**src/rtl/ps2_press_counter_pkg.sv**
```systemverilog
// Shared scan-code constants, decoder state encoding and small helpers.
// Latency: none (constants and pure functions only).
// Backpressure: none.
package ps2_press_counter_pkg;

    // Scan-code prefixes that steer the decoder rather than name a key
    localparam logic [7:0] SC_BREAK = 8'hF0;
    localparam logic [7:0] SC_EXT   = 8'hE0;

    // Start + 8 data + parity + stop
    localparam logic [3:0] FRAME_BITS = 4'd11;

    typedef enum logic {
        S_MAKE  = 1'b0,
        S_BREAK = 1'b1
    } dec_state_t;

    // Frame is laid out LSB-first as shifted in: [0]=start, [8:1]=data,
    // [9]=odd parity, [10]=stop.
    function automatic logic frame_ok(input logic [10:0] f);
        return (f[0] == 1'b0) && (f[10] == 1'b1) && (^f[9:1] == 1'b1);
    endfunction

    // Saturating-wrap increment: count_max rolls over to zero
    function automatic logic [6:0] count_next(input logic [6:0] c,
                                              input logic [6:0] count_max);
        return (c == count_max) ? 7'd0 : c + 7'd1;
    endfunction

endpackage

```
**src/rtl/ps2_press_counter_frame_rx.sv**
```systemverilog
// PS/2 frame receiver: synchronise, detect ps2_clk falls, shift and check 11-bit frames.
// Latency: code/code_valid (or frame_err) one clk after the stop-bit fall is detected.
// Backpressure: none; the keyboard cannot be stalled, results are single-cycle pulses.
module ps2_press_counter_frame_rx
    import ps2_press_counter_pkg::*;
#(
    parameter int TIMEOUT_CYCLES = 50000,
    parameter int SYNC_STAGES    = 3
) (
    input  logic       clk,
    input  logic       rst,
    input  logic       ps2_clk,
    input  logic       ps2_data,
    output logic [7:0] code,
    output logic       code_valid,
    output logic       frame_err
);

    localparam int TMO_W = $clog2(TIMEOUT_CYCLES + 1);

    logic [SYNC_STAGES-1:0] clk_sync;
    logic [SYNC_STAGES-1:0] data_sync;
    logic                   fall;
    logic                   data_bit;
    logic [3:0]             bit_cnt;
    logic [10:0]            shift_q;
    logic [TMO_W-1:0]       tmo_q;

    // Synchroniser chains, idle-high out of reset so no false fall is seen
    always_ff @(posedge clk) begin
        if (rst) begin
            clk_sync  <= '1;
            data_sync <= '1;
        end else begin
            clk_sync  <= {clk_sync[SYNC_STAGES-2:0], ps2_clk};
            data_sync <= {data_sync[SYNC_STAGES-2:0], ps2_data};
        end
    end

    // Fall is taken between the last two clock stages. Data is taken from
    // the final stage: the keyboard holds data stable well around the fall,
    // so one extra cycle of data lag is harmless.
    assign fall     = clk_sync[SYNC_STAGES-1] & ~clk_sync[SYNC_STAGES-2];
    assign data_bit = data_sync[SYNC_STAGES-1];

    // Bit collection, frame check on the cycle after the 11th bit, and abort
    // of a stalled partial frame
    always_ff @(posedge clk) begin
        if (rst) begin
            bit_cnt    <= 4'd0;
            shift_q    <= 11'd0;
            tmo_q      <= '0;
            code       <= 8'h00;
            code_valid <= 1'b0;
            frame_err  <= 1'b0;
        end else begin
            code_valid <= 1'b0;
            frame_err  <= 1'b0;
            if (bit_cnt == FRAME_BITS) begin
                bit_cnt <= 4'd0;
                tmo_q   <= '0;
                if (frame_ok(shift_q)) begin
                    code       <= shift_q[8:1];
                    code_valid <= 1'b1;
                end else begin
                    frame_err  <= 1'b1;
                end
            end else if (fall) begin
                shift_q <= {data_bit, shift_q[10:1]};
                bit_cnt <= bit_cnt + 4'd1;
                tmo_q   <= '0;
            end else if (bit_cnt != 4'd0) begin
                if (tmo_q == TMO_W'(TIMEOUT_CYCLES - 1)) begin
                    frame_err <= 1'b1;
                    bit_cnt   <= 4'd0;
                    tmo_q     <= '0;
                end else begin
                    tmo_q <= tmo_q + 1'b1;
                end
            end
        end
    end

endmodule

```
**src/rtl/ps2_press_counter.sv**
```systemverilog
// PS/2 keyboard press counter: decodes make/break codes, counts distinct presses 0..COUNT_MAX.
// Latency: press_count/cur_key/key_held update one clk after code_valid.
// Backpressure: none; every received byte is consumed on the cycle it is flagged.
module ps2_press_counter
    import ps2_press_counter_pkg::*;
#(
    parameter int COUNT_MAX      = 99,
    parameter int TIMEOUT_CYCLES = 50000,
    parameter int SYNC_STAGES    = 3
) (
    input  logic       clk,
    input  logic       rst,
    input  logic       ps2_clk,
    input  logic       ps2_data,
    output logic [6:0] press_count,
    output logic [7:0] cur_key,
    output logic       key_held,
    output logic       code_valid,
    output logic [7:0] code,
    output logic       frame_err
);

    dec_state_t state_q, state_d;
    logic [6:0] press_count_d;
    logic [7:0] cur_key_d;
    logic       key_held_d;

    ps2_press_counter_frame_rx #(
        .TIMEOUT_CYCLES (TIMEOUT_CYCLES),
        .SYNC_STAGES    (SYNC_STAGES)
    ) u_frame_rx (
        .clk        (clk),
        .rst        (rst),
        .ps2_clk    (ps2_clk),
        .ps2_data   (ps2_data),
        .code       (code),
        .code_valid (code_valid),
        .frame_err  (frame_err)
    );

    // Decoder state and press tracking registers
    always_ff @(posedge clk) begin
        if (rst) begin
            state_q     <= S_MAKE;
            press_count <= 7'd0;
            cur_key     <= 8'h00;
            key_held    <= 1'b0;
        end else begin
            state_q     <= state_d;
            press_count <= press_count_d;
            cur_key     <= cur_key_d;
            key_held    <= key_held_d;
        end
    end

    // Make/break decode; E0 prefixes pass through without touching state,
    // so extended keys count and release exactly like ordinary ones
    always_comb begin
        state_d       = state_q;
        press_count_d = press_count;
        cur_key_d     = cur_key;
        key_held_d    = key_held;
        if (code_valid && (code != SC_EXT)) begin
            case (state_q)
                S_MAKE: begin
                    if (code == SC_BREAK) begin
                        state_d = S_BREAK;
                    end else if (!key_held || (code != cur_key)) begin
                        press_count_d = count_next(press_count, 7'(COUNT_MAX));
                        cur_key_d     = code;
                        key_held_d    = 1'b1;
                    end
                end
                S_BREAK: begin
                    if (key_held && (code == cur_key)) begin
                        key_held_d = 1'b0;
                    end
                    state_d = S_MAKE;
                end
                default: state_d = S_MAKE;
            endcase
        end
    end

endmodule

```
**config.mk**
```make
export PLATFORM = sky130hd
export DESIGN_NAME = ps2_press_counter
export DESIGN_NICKNAME = d
export VERILOG_FILES = /design/src/rtl/ps2_press_counter_pkg.sv /design/src/rtl/ps2_press_counter_frame_rx.sv /design/src/rtl/ps2_press_counter.sv
export SDC_FILE = /design/constraint.sdc
export NUM_CORES = 1
export LEC_CHECK = 0
export ABC_CLOCK_PERIOD_IN_PS = 2900
export BUFFER_PORTS_ARGS = -buffer_cell sky130_fd_sc_hd__buf_2
export CORE_ASPECT_RATIO = 0.9
export CORE_MARGIN = 4
export CORE_UTILIZATION = 62
export DETAILED_ROUTE_END_ITERATION = 8
export HOLD_SLACK_MARGIN = 0.05
export PLACE_DENSITY = 0.79
export SLEW_MARGIN = 0
export SYNTH_ARGS = -nofsm -noshare
export SYNTH_HDL_FRONTEND = slang
export SYNTH_SLANG_ARGS = --single-unit
```
**constraint.sdc**
```tcl
create_clock -name clk -period 2.9 [get_ports clk]
set_input_delay 0.58 -clock clk [delete_from_list [all_inputs] [get_ports clk]]
set_output_delay 0.58 -clock clk [all_outputs]
set_load 0.02 [all_outputs]
```
# == After elaboration in Yosys (flattened, before gate mapping) ==
# Index checks and enable logic that the tools add are counted.
# classes
eq_ne,10
bitwise,6
mux,17
addsub,3
reduce_logical,18
# ops
operator,count
"16-bit by 1-bit adder with 16-bit output, second input constant",1
"16-bit == test, second input constant",1
16-bit two-way mux,1
4-bit two-way mux,3
1-bit two-way mux,10
9-bit XOR reduction,1
8-bit == test,1
"8-bit == test, second input constant",1
8-bit inequality test,1
"8-bit inequality test, second input constant",1
4-bit AND reduction,2
"7-bit by 1-bit adder with 7-bit output, second input constant",1
"7-bit == test, second input constant",1
7-bit two-way mux,1
2-bit AND reduction,3
1-bit inverter,5
"4-bit by 1-bit adder with 4-bit output, second input constant",1
"4-bit == test, second input constant",1
1-bit logical AND,4
"2-bit inequality test, second input constant",2
1-bit one-hot mux with 2 select lines,2
2-bit nonzero test,2
4-bit nonzero test,1
2-bit OR reduction,2
other kinds (5),5
# word_totals
in_bits,4
reg_bits,64
word_cells,66
output_inout_bits,26

# == Longest topological paths before layout ==
# Gate-level depths: netlist of run 1.
# logic_depth
depth_word,5
depth_mapped,9
ltp_nobuf,7

# == Hierarchy ==
# From an unflattened synthesis of run 1, not the netlist that was laid out.
# hier_totals
cells_unflattened,323
hier_area_um2,2874.0
# by_module_without_submodules
mod,area_per_inst_um2,seq_area_each_um2,cells_each,instances
ps2_press_counter_frame_rx,1965.6,940.9,213,1
ps2_press_counter,908.4,340.3,110,1

# == Worst setup path after synthesis of run 1 ==
# OpenSTA, ideal clock, no wires.
# synth_path
path_type,register to register
from,register u_frame_rx.code[1]
to,register cur_key[4]
required_time_ns,2.785
period_less_slack_ns,1.849
arrival_time_ns,1.734
setup_ns,0.115
stages_incl_launch_ff,7
path_buffers,1
setup_slack_ns,1.051
path_cell_list,dfxtp_1 > xnor2_1 > nand4_1 > o31ai_1 > buf_2 > mux2i_1 > nor2_1
# synth_via
elab_chain_cells,3
elab_cells_between_ends,7
classes_between,eq/ne: 3; bitwise: 1; reduce/logical: 3
# synth_rtl
element,line,source
"start, declared",ps2_press_counter_frame_rx.sv:14,"output logic [7:0] code,"
"start signal, assigned",ps2_press_counter_frame_rx.sv:63,code <= shift_q[8:1];
8-bit inequality test (tied with other cells),ps2_press_counter.sv:63,if (code_valid && (code != SC_EXT)) begin
1-bit logical AND (tied with other cells),ps2_press_counter.sv:63,
4-bit AND reduction (no source line) *,n/a,
"end signal, assigned",ps2_press_counter.sv:51,cur_key <= cur_key_d;
"end, declared",ps2_press_counter.sv:16,"output logic [7:0] cur_key,"
# Mark *: on every way between the ends. The rest lies on a longest branch, timed or not.
# A chain may end at the register's enable or synchronous reset.

# == Final worst setup path of run 1 ==
# layout_path
from,register u_frame_rx.bit_cnt[1]
to,register u_frame_rx.code[2]
# layout_via
elab_chain_cells,2
# layout_rtl
element,line,source
"start, declared",ps2_press_counter_frame_rx.sv:25,logic [3:0] bit_cnt;
"start signal, assigned",ps2_press_counter_frame_rx.sv:70,bit_cnt <= bit_cnt + 4'd1;
4-bit == test,ps2_press_counter_frame_rx.sv:59,if (bit_cnt == FRAME_BITS) begin
2-bit AND reduction (no source line),n/a,
# Every way passes these cells.

==> key figures, run 1 <==
Synth
  • Ys Warns: 0
  • Xor/xnor cell area share of the yosys netlist: 0.0972
  • Area leader, netlist: dfxtp_1
  • Cell variety after synth: 47
  • Async set-reset flop share out of synthesis: 0
  • Synthesized area: ~2800 µm²
  • Avg Cell Area, Syn: 9.30 µm²
  • Main combinational cell family by area after synthesis: simple AND/OR/NAND/NOR gates
  • Main flop type after synthesis: dfxtp_1
  • Mapped Nets: 314
  • Mux contribution to synthesized area: 0.0712
  • Register area share after synthesis: 0.450
  • Simple-gate share of the synthesized area: 0.247
  • Mapped Cells: 306
  • Yosys top cell area share: 0.450
  • Post-synthesis compound-gate area fraction: 0.0809
  • Count leader, synth: dfxtp_1
  • Post-synthesis adder-cell area fraction: 0.0176
  • Top cell types by occurrence after synthesis: 64 x dfxtp_1, 42 x nor2_1, 26 x nand2_1, 21 x a21oi_1
  • Synthesized flop and latch total: 64
  • EDFF count, synth: 0
  • Synth top area cells: dfxtp_1 45%, mux2i_1 6.3%, xnor2_1 6.2%

STA
  • Slew headroom: 0.502
  • Least-Margin Pin Slew: 736 ps
  • Final hold slack: 413 ps
  • Finish-stage setup viols: 0
  • Fin crit share: 0.732
  • Final hold vios: 0
  • Final Max Slew Viols: 0
  • Maximum clock rate: 471 MHz
  • Post-route setup TNS: 0 ps
  • Final setup skew: 2.95 ps
  • Fin crit period: 2120 ps
  • RSZ-0062 raised after global routing: false

Routing
  • Drt first pass iters: 4
  • Routed wl met2: roughly 2.5 mm
  • DR WL/cell: 13.1 µm
  • Via density: 5.57
  • DRC viols: 0
  • ANT nets after route: 0
  • Met3 Routed Length: 188 µm
  • Max layer used: met4
  • Final wirelength: 5.26 mm
  • Drt first-iter violations: approximately 130
  • DR vias: between 2000 and 2500
  • Routed met1 length: 2.52 mm

Pwr
  • P_sw: 0.000330 W
  • Seq pwr share: 0.573
  • VDD IR max: roughly 350 µV
  • Sw Share: 0.212
  • Comb pwr share: 0.029
  • Cell internal pwr: 0.00122 W
  • Clock power share: 0.397
  • Pwr Density: 491 nW/µm²
  • Leakage power: 1.30 nW

Final layout
  • Fraction of layout cells with a size suffix above 1: 0.176
  • Footprint of the multi-input gates: 1470 µm²
  • Post-layout net count: 345
  • # diodes: 0
  • Synth-to-layout area growth: 11.4%
  • FILL cells: 358
  • Register area: 1280 µm²

Floorplan
  • Die Wd: 79.4 µm
  • Die height: 72.3 µm
  • Row count: 23
  • Core footprint: ~4400 µm²
  • Boundary Pins: 30
  • Die ar.: 5740 µm²
  • Starting density of the core: 0.642

Clocking
  • Htree depth: 3
  • Sink Count: 64
  • Setup Buffers After CTS: 0
  • CTS tree: yes
  • Hold buffer count at CTS: 0
  • Clock Tree Buf Depth: 2
  • Worst skew pair latency: between 300 and 400 ps
  • Root Buffer: clkbuf_8
  • Post-cts repair resize count: 0
  • TritonCTS Buffers: 9
  • Clock transition at path regs: 60 ps

Global route
  • Largest net degree at the start of global routing: 44
  • Initial antenna violation count: 0
  • Vias in the first global route: 2025
  • Tot GR Track Use: 0.209
  • First-pass GRT wire length: 9.40 mm
  • Grt total ovfl: 0

Status
  • Outcome: complete, no violations

Setup path
  • Crit-path max FO: 17
  • Worst setup EP type: register
  • CP required: 3100 ps
  • Critical setup path kind: reg2reg
  • Critical path data arrival time: 2320 ps
  • Startpoint Class: register

Place
  • PortBufs: 29
  • Hpwl dp: roughly 3.6 mm
  • Gpl congestion: roughly 0.8

Job
  • Max-cap violation count: 0

Hold path
  • Worst Hold Class: reg2reg
## stage by stage
| stage | total power (W) | cells | cell area [µm²] | setup slack (ps) | util |
|---|---|---|---|---|---|
| global route | 0.00163 | 402 | 3170 | 625 | 0.715 |
| floorplan | 0.000950 | 306 | 2850 | 1050 | - |
| global placement | 0.000956 | 388 | 3020 | 894 | 0.681 |
| finish | 0.00156 | 402 | 3170 | 778 | 0.715 |
| detailed placement | 0.000957 | 388 | 3020 | 827 | 0.681 |
| CTS | 0.00158 | 402 | 3170 | 777 | 0.715 |
## power groups by stage
stage | registers, W | logic, W | clock network (W)
after floorplan | 0.000911 | 0.0000381 | 0
after global placement | 0.000911 | 0.0000454 | 0
after detailed placement | 0.000911 | 0.0000458 | 0
after CTS | 0.000892 | 0.0000461 | 0.000642
after global routing | 0.000892 | 0.0000515 | 0.000686
final | 0.000892 | 0.0000454 | 0.000618
## cell families (layout without fill, tap and decap cells)
group | after synthesis | in the layout
xor+xnor | 28 | 28
simple gates | 135 | 135
compound gates | 38 | 38
mux | 19 | 19
fa+ha+maj | 4 | 4
flops | 64 | 64
buf+inv | 18 | 52
## worst max-delay path, stage by stage (launching register included)
cell and delay (ps):
dfxtp_1 380, ha_1 220, nand3b_2 300, nor4bb_1 530
mux2i_4 240, mux2i_1 250, nor2_1 70
## cell type report
type / instances / area share
multi-input combinational: 224 / 0.463
timing repair buffer: 32 / 0.0529
clock buffer: 13 / 0.0470
inverter: 6 / 0.00710
clock inverter: 1 / 0.00158
tap: 62 / 0.0245
sequential: 64 / 0.404
## final timing paths
kind                                           start                           endpoint  slack, ps  cells after the start
hold reg to reg    u_frame_rx.clk_sync[0]$_SDFF_PP1_  u_frame_rx.clk_sync[1]$_SDFF_PP1_        410                      1
setup reg to reg  u_frame_rx.bit_cnt[1]$_SDFFE_PP0P_    u_frame_rx.code[2]$_SDFFE_PP0P_        780                      6
setup / recovery  u_frame_rx.bit_cnt[1]$_SDFFE_PP0P_    u_frame_rx.code[2]$_SDFFE_PP0P_        780                      6
hold / removal     u_frame_rx.clk_sync[0]$_SDFF_PP1_  u_frame_rx.clk_sync[1]$_SDFF_PP1_        410                      1
## routing by layer
metal / global-route usage / vias up
met4: 0.0630 / 0
met2: 0.335 / 37
met3: 0.0744 / 2
met1: 0.268 / 1077
met5: 0 / -
li1: - / 1125
## state kept, by name, summed over array words and instances, names as in the netlist
name,count
u_frame_rx.bit_cnt,4
state_q,1
u_frame_rx.clk_sync,3
cur_key,8
press_count,7
key_held,1
u_frame_rx.data_sync,3
u_frame_rx.code_valid,1
u_frame_rx.shift_q,11
u_frame_rx.frame_err,1
u_frame_rx.code,8
u_frame_rx.tmo_q,16
## placed cells by master (no fill, tap or decap), drive strengths merged, types with 2 or more instances in the layout
cell type  count
nand3         21
dfxtp         64
nor4b          3
buf           32
ha             4
nor4bb         4
inv            6
nor2          42
xnor2         20
nor3           5
and3           3
xor2           6
or3            3
nor2b          2
a31oi          2
o21ai          6
and4           2
nor4           2
a21oi         21
or4            2
nand4          6
nand2         26
clkbuf        13
mux2i         19
or2            8
nand3b         2
xnor3          2
No activity file was read; power rests on OpenSTA's default activity.
==> inputs of run 2 (changes only) <==
ABC_CLOCK_PERIOD_IN_PS = 2100   (was 2900)
CORE_UTILIZATION = 58   (was 62)
PLACE_DENSITY = 0.75   (was 0.79)
clock period = 2.1 ns   (was 2.9 ns; I/O delays follow)
==> run 2 against run 1 <==
Compared with the run above: sequential cell count stayed put; via count down 2.6%; critical path type unchanged; clock-buffer cell count down 4; largest power group unchanged; sequential power up 38%; first-iteration DRC count decreased by 20%; final cell count increased by 3.0%; worst setup slack got worse by 630 ps; routed wire length up 5.5%; utilization is 0.50 points higher; combinational power increased by 49%; cell area increased by 4.6%.
==> key figures, run 2 (same netlist as run 1, synthesis figures left out) <==
Place
  • Gpl congestion: approximately 0.75
  • PortBufs: 29
  • Worst slack at placement: approximately 100 ps
  • Post-DP Area: 3100 µm²
  • Hpwl dp: 3.96 mm

Setup path
  • FF-to-FF setup slack: roughly 150 ps
  • Critical setup path kind: reg2reg
  • R2R cell count: 6
  • Worst setup EP type: register
  • Critical path data arrival time: 2150 ps
  • CP required: 2300 ps
  • Startpoint Class: register
  • Crit-path max FO: 9

Final layout
  • Fraction of layout cells with a size suffix above 1: 0.213
  • Reg with most FFs: u_frame_rx.tmo_q
  • FILL cells: 373
  • # diodes: 0
  • Post-layout net count: between 300 and 400
  • Synth-to-layout area growth: 16.6%
  • Max FFs per register: 16
  • Largest regs: u_frame_rx.tmo_q: 16 flops, u_frame_rx.shift_q: 11 flops
  • Most common cell after layout, fill and taps aside: dfxtp_1
  • Commonest cells after routing, fill and taps aside: 64 x dfxtp_1, 42 x nor2_1, 29 x buf_2, 26 x nand2_1, 21 x a21oi_1
  • Final Instance Area: 3320 µm²

Routing
  • DR vias: between 2000 and 2500
  • Final wirelength: 5.55 mm
  • Drt first-iter violations: 107
  • Max layer used: met4
  • Routed wl met2: 2.54 mm
  • DR WL/cell: 13.4 µm
  • Met3 Routed Length: 266 µm
  • DRC viols: 0
  • ANT nets after route: 0
  • Via density: approximately 5.3
  • Drt first pass iters: 4
  • Routed met1 length: 2.72 mm

STA
  • Least-Margin Pin Slew: 727 ps
  • Fin crit share: 0.927
  • Final WS setup: 152 ps
  • Finish-stage setup viols: 0
  • Slew headroom: 0.508
  • Final setup skew: 7.26 ps
  • Maximum clock rate: between 500 and 600 MHz
  • Fin crit period: 1950 ps
  • Final Max Slew Viols: 0
  • RSZ-0062 raised after global routing: false
  • Post-route setup TNS: 0 ps
  • Final hold vios: 0

Pwr
  • Clock power share: 0.460
  • Comb pwr share: 0.028
  • Pwr Density: 725 nW/µm²
  • Cell internal pwr: 0.00190 W
  • P_sw: 0.000500 W
  • Leakage power: 1.38 nW
  • Seq pwr share: 0.512
  • Sw Share: 0.208
  • Power, Total: 0.00240 W
  • VDD IR max: 538 µV

Clocking
  • Sink Count: 64
  • Hold buffer count at CTS: 0
  • Post-cts repair resize count: 0
  • Worst skew pair latency: 330 ps
  • CTS tree: yes
  • Root Buffer: clkbuf_8
  • TritonCTS Buffers: 9
  • Clock transition at path regs: 70 ps
  • Clock Tree Buf Depth: 2
  • Htree depth: 3
  • Setup Buffers After CTS: 0

Hold path
  • Worst Hold Class: in2reg
  • Hold Path Stages: 2

Floorplan
  • Die ar.: 6090 µm²
  • Die height: 74.4 µm
  • Row count: 23
  • Die Wd: 81.8 µm
  • Starting density of the core: 0.618
  • Core footprint: approximately 4600 µm²
  • Boundary Pins: 30

Global route
  • First-pass GRT wire length: 9.40 mm
  • Tot GR Track Use: 0.201
  • Initial antenna violation count: 0
  • Grt total ovfl: 0
  • Vias in the first global route: approximately 2100
  • Largest net degree at the start of global routing: 44

Status
  • Outcome: complete, no violations

Job
  • Max-cap violation count: 0
## run 2: cell types whose count changed in the layout (fill, tap and decap cells not counted), sizes merged
| cell | before | now |
|---|---|---|
| buf | 32 | 43 |
| clkbuf | 13 | 9 |
| bufinv | 0 | 2 |
| clkinvlp | 0 | 2 |
| clkinv | 1 | 2 |
## run 2: layout make-up
cell class	count	area [µm²]	share of cell area
Clock buffer	9	124	0.0373
Clock inverter	6	85.1	0.0257
Inverter	6	22.5	0.00679
Multi-Input combinational cell	224	1480	0.445
Sequential cell	64	1280	0.386
Tap cell	62	77.6	0.0234
Timing Repair Buffer	43	250	0.0754
## run 2: final timing paths
path	from	end
setup / recovery	u_frame_rx.code[6]$_SDFFE_PP0P_	cur_key[1]$_SDFFE_PP0P_
hold / removal	ps2_clk	u_frame_rx.clk_sync[0]$_SDFF_PP1_
setup reg to reg	u_frame_rx.code[6]$_SDFFE_PP0P_	cur_key[1]$_SDFFE_PP0P_
hold reg to reg	u_frame_rx.data_sync[1]$_SDFF_PP1_	u_frame_rx.data_sync[2]$_SDFF_PP1_
## run 2: layer usage
| metal | up-vias | track usage |
|---|---|---|
| li1 | 1149 | - |
| met1 | 991 | 0.261 |
| met2 | 41 | 0.316 |
| met3 | 2 | 0.0690 |
| met4 | 0 | 0.0683 |
| met5 | - | 0 |
## run 2: power groups by stage
stage                     Sequential, W  Clock [W]  Combinational [W]
after floorplan                 0.00126          0          0.0000526
after global placement          0.00126          0          0.0000645
after detailed placement        0.00126          0          0.0000670
after CTS                       0.00123    0.00113          0.0000675
after global routing            0.00123    0.00119          0.0000775
final                           0.00123    0.00111          0.0000675
## run 2: critical path, stage by stage, from the launching register on
cell	delay [ps]
dfxtp_1	420
xnor2_1	140
nand3_1	160
o31ai_2	570
buf_4	260
mux2i_1	200
nor2_1	60
## run 2: through the flow
stage | hold WS, ps | utilization | cells
final | 273 | 0.720 | 414
after detailed placement | 402 | 0.673 | 399
after global placement | 400 | 0.673 | 399
after CTS | 256 | 0.718 | 414
after floorplan | 389 | - | 306
after global routing | 253 | 0.720 | 414
==> inputs of run 3 (changes only) <==
PLACE_DENSITY = 0.9   (was 0.75)
==> run 3 against run 2 <==
Compared with the run above: critical endpoint is now u_frame_rx.tmo_q[6]$_SDFFE_PP0P_; total power shrank 2.4%; global-route usage is 0.58 points higher; final cell count down 0.97%; cell area is 1.4% lower; die area is the same.
==> key figures, run 3 (same netlist as run 1, synthesis figures left out) <==
STA
  • Maximum clock rate: 517 MHz
  • Fin crit period: 1930 ps
  • Final setup skew: just under 7 ps
  • RSZ-0062 raised after global routing: false
  • Slew headroom: 0.503
  • Finish-stage setup viols: 0
  • Least-Margin Pin Slew: 734 ps
  • Final hold slack: around 260 ps
  • Final hold vios: 0
  • Final Max Slew Viols: 0
  • Fin crit share: 0.921
  • Post-route setup TNS: 0 ps

Clocking
  • Clock Tree Buf Depth: 2
  • Hold buffer count at CTS: 0
  • TritonCTS Buffers: 9
  • Root Buffer: clkbuf_8
  • Htree depth: 3
  • CTS tree: yes
  • Worst skew pair latency: 340 ps
  • Sink Count: 64
  • Clock transition at path regs: 70 ps

Final layout
  • Fraction of layout cells with a size suffix above 1: 0.198
  • Largest regs: u_frame_rx.tmo_q: 16 flops, u_frame_rx.shift_q: 11 flops
  • Post-layout net count: 351
  • Most common cell after layout, fill and taps aside: dfxtp_1
  • FILL cells: 341
  • Commonest cells after routing, fill and taps aside: 64 x dfxtp_1, 42 x nor2_1, 29 x buf_2, 26 x nand2_1, 21 x a21oi_1
  • Max FFs per register: 16
  • # diodes: 0
  • Finished Layout Cells: 410
  • Reg with most FFs: u_frame_rx.tmo_q
  • Synth-to-layout area growth: 14.9%

Job
  • Max-cap violation count: 0

Place
  • Placed cells: 394
  • PortBufs: 29
  • Gpl congestion: about 0.83
  • Hpwl dp: 3.84 mm

Floorplan
  • Die Wd: 81.8 µm
  • Boundary Pins: 30
  • Starting density of the core: 0.618
  • Die ar.: around 6100 µm²
  • Core footprint: 4600 µm²
  • Row count: 23
  • Die height: approximately 74 µm

Routing
  • DRC viols: 0
  • ANT nets after route: 0
  • DR WL/cell: 13.8 µm
  • DR vias: 2275
  • Drt first pass iters: 4
  • Drt first-iter violations: approximately 190
  • Via density: approximately 5.5
  • Final wirelength: 5.65 mm

Pwr
  • Pwr Density: 717 nW/µm²
  • Leakage power: 1.36 nW
  • VDD IR max: between 500 and 600 µV
  • Power, Total: 0.00235 W

Setup path
  • Worst setup EP type: register
  • CP required: about 2400 ps
  • R2R cell count: 8
  • Critical path data arrival time: 2210 ps
  • Startpoint Class: register
  • Crit-path max FO: 16
  • Critical setup path kind: reg2reg

Status
  • Outcome: complete, no violations

Global route
  • Grt total ovfl: 0
  • Vias in the first global route: 2078
  • Largest net degree at the start of global routing: 44
  • First-pass GRT wire length: between 9 and 10 mm
  • Tot GR Track Use: 0.207
  • Initial antenna violation count: 0

Hold path
  • Worst Hold Class: in2reg
  • Hold Path Stages: 2
run 3: changes by cell type in the layout (fill, tap and decap cells not counted), sizes merged:
cell      change
buf           -5
clkbuf        +4
clkinvlp      -2
bufinv        -1
run 3: layout make-up:
| class | instances | area, µm² | area share |
|---|---|---|---|
| clock inverter | 3 | 40.0 | 0.0122 |
| sequential | 64 | 1280 | 0.392 |
| inverter | 6 | 22.5 | 0.00689 |
| multi-input combinational | 224 | 1480 | 0.452 |
| clock buffer | 13 | 159 | 0.0486 |
| tap | 62 | 77.6 | 0.0237 |
| timing repair buffer | 38 | 213 | 0.0651 |
run 3: where the power goes:
group          switching [W]  internal, W  total [W]
registers         0.00000654      0.00122    0.00123
logic              0.0000434    0.0000223  0.0000657
clock network       0.000440     0.000609    0.00105
total               0.000490      0.00186    0.00235
run 3: repair_timing:
action | CTS | global route
endpoints found under the hold margin | 0 | 0
resized for setup | 0 | 1
setup endpoints to repair | 0 | 6
setup buffers | 0 | 0
run 3: worst paths after layout:
kind | from | end | slack [ps]
worst min register to register | u_frame_rx.clk_sync[0]$_SDFF_PP1_ | u_frame_rx.clk_sync[1]$_SDFF_PP1_ | 410
worst max register to register | u_frame_rx.bit_cnt[0]$_SDFFE_PP0P_ | u_frame_rx.tmo_q[6]$_SDFFE_PP0P_ | 170
worst max-delay path | u_frame_rx.bit_cnt[0]$_SDFFE_PP0P_ | u_frame_rx.tmo_q[6]$_SDFFE_PP0P_ | 170
worst min-delay path | ps2_data | u_frame_rx.data_sync[0]$_SDFF_PP1_ | 260
run 3: through the flow:
stage / util / area, µm² / worst slack [ps]
after detailed placement: 0.665 / 3060 / 150
after floorplan: - / 2850 / 251
final: 0.710 / 3270 / 166
after global placement: 0.665 / 3060 / 232
after CTS: 0.708 / 3260 / 80.2
after global routing: 0.710 / 3270 / 5.23
run 3: critical path, cell delays in order (launching register included):
cell and delay, ps:
dfxtp_1 330, inv_1 80, ha_1 140, or3b_1 450, and3_1 280, nand3_2 160
nand4_2 100, buf_4 200, nor2_1 130
run 3: routing by layer:
layer,wire length [µm],vias to the layer above,GRT usage
li1,-,1148,-
met1,2530,1070,0.254
met2,2740,46,0.334
met3,273,11,0.0835
met4,110,0,0.0683
met5,0,-,0
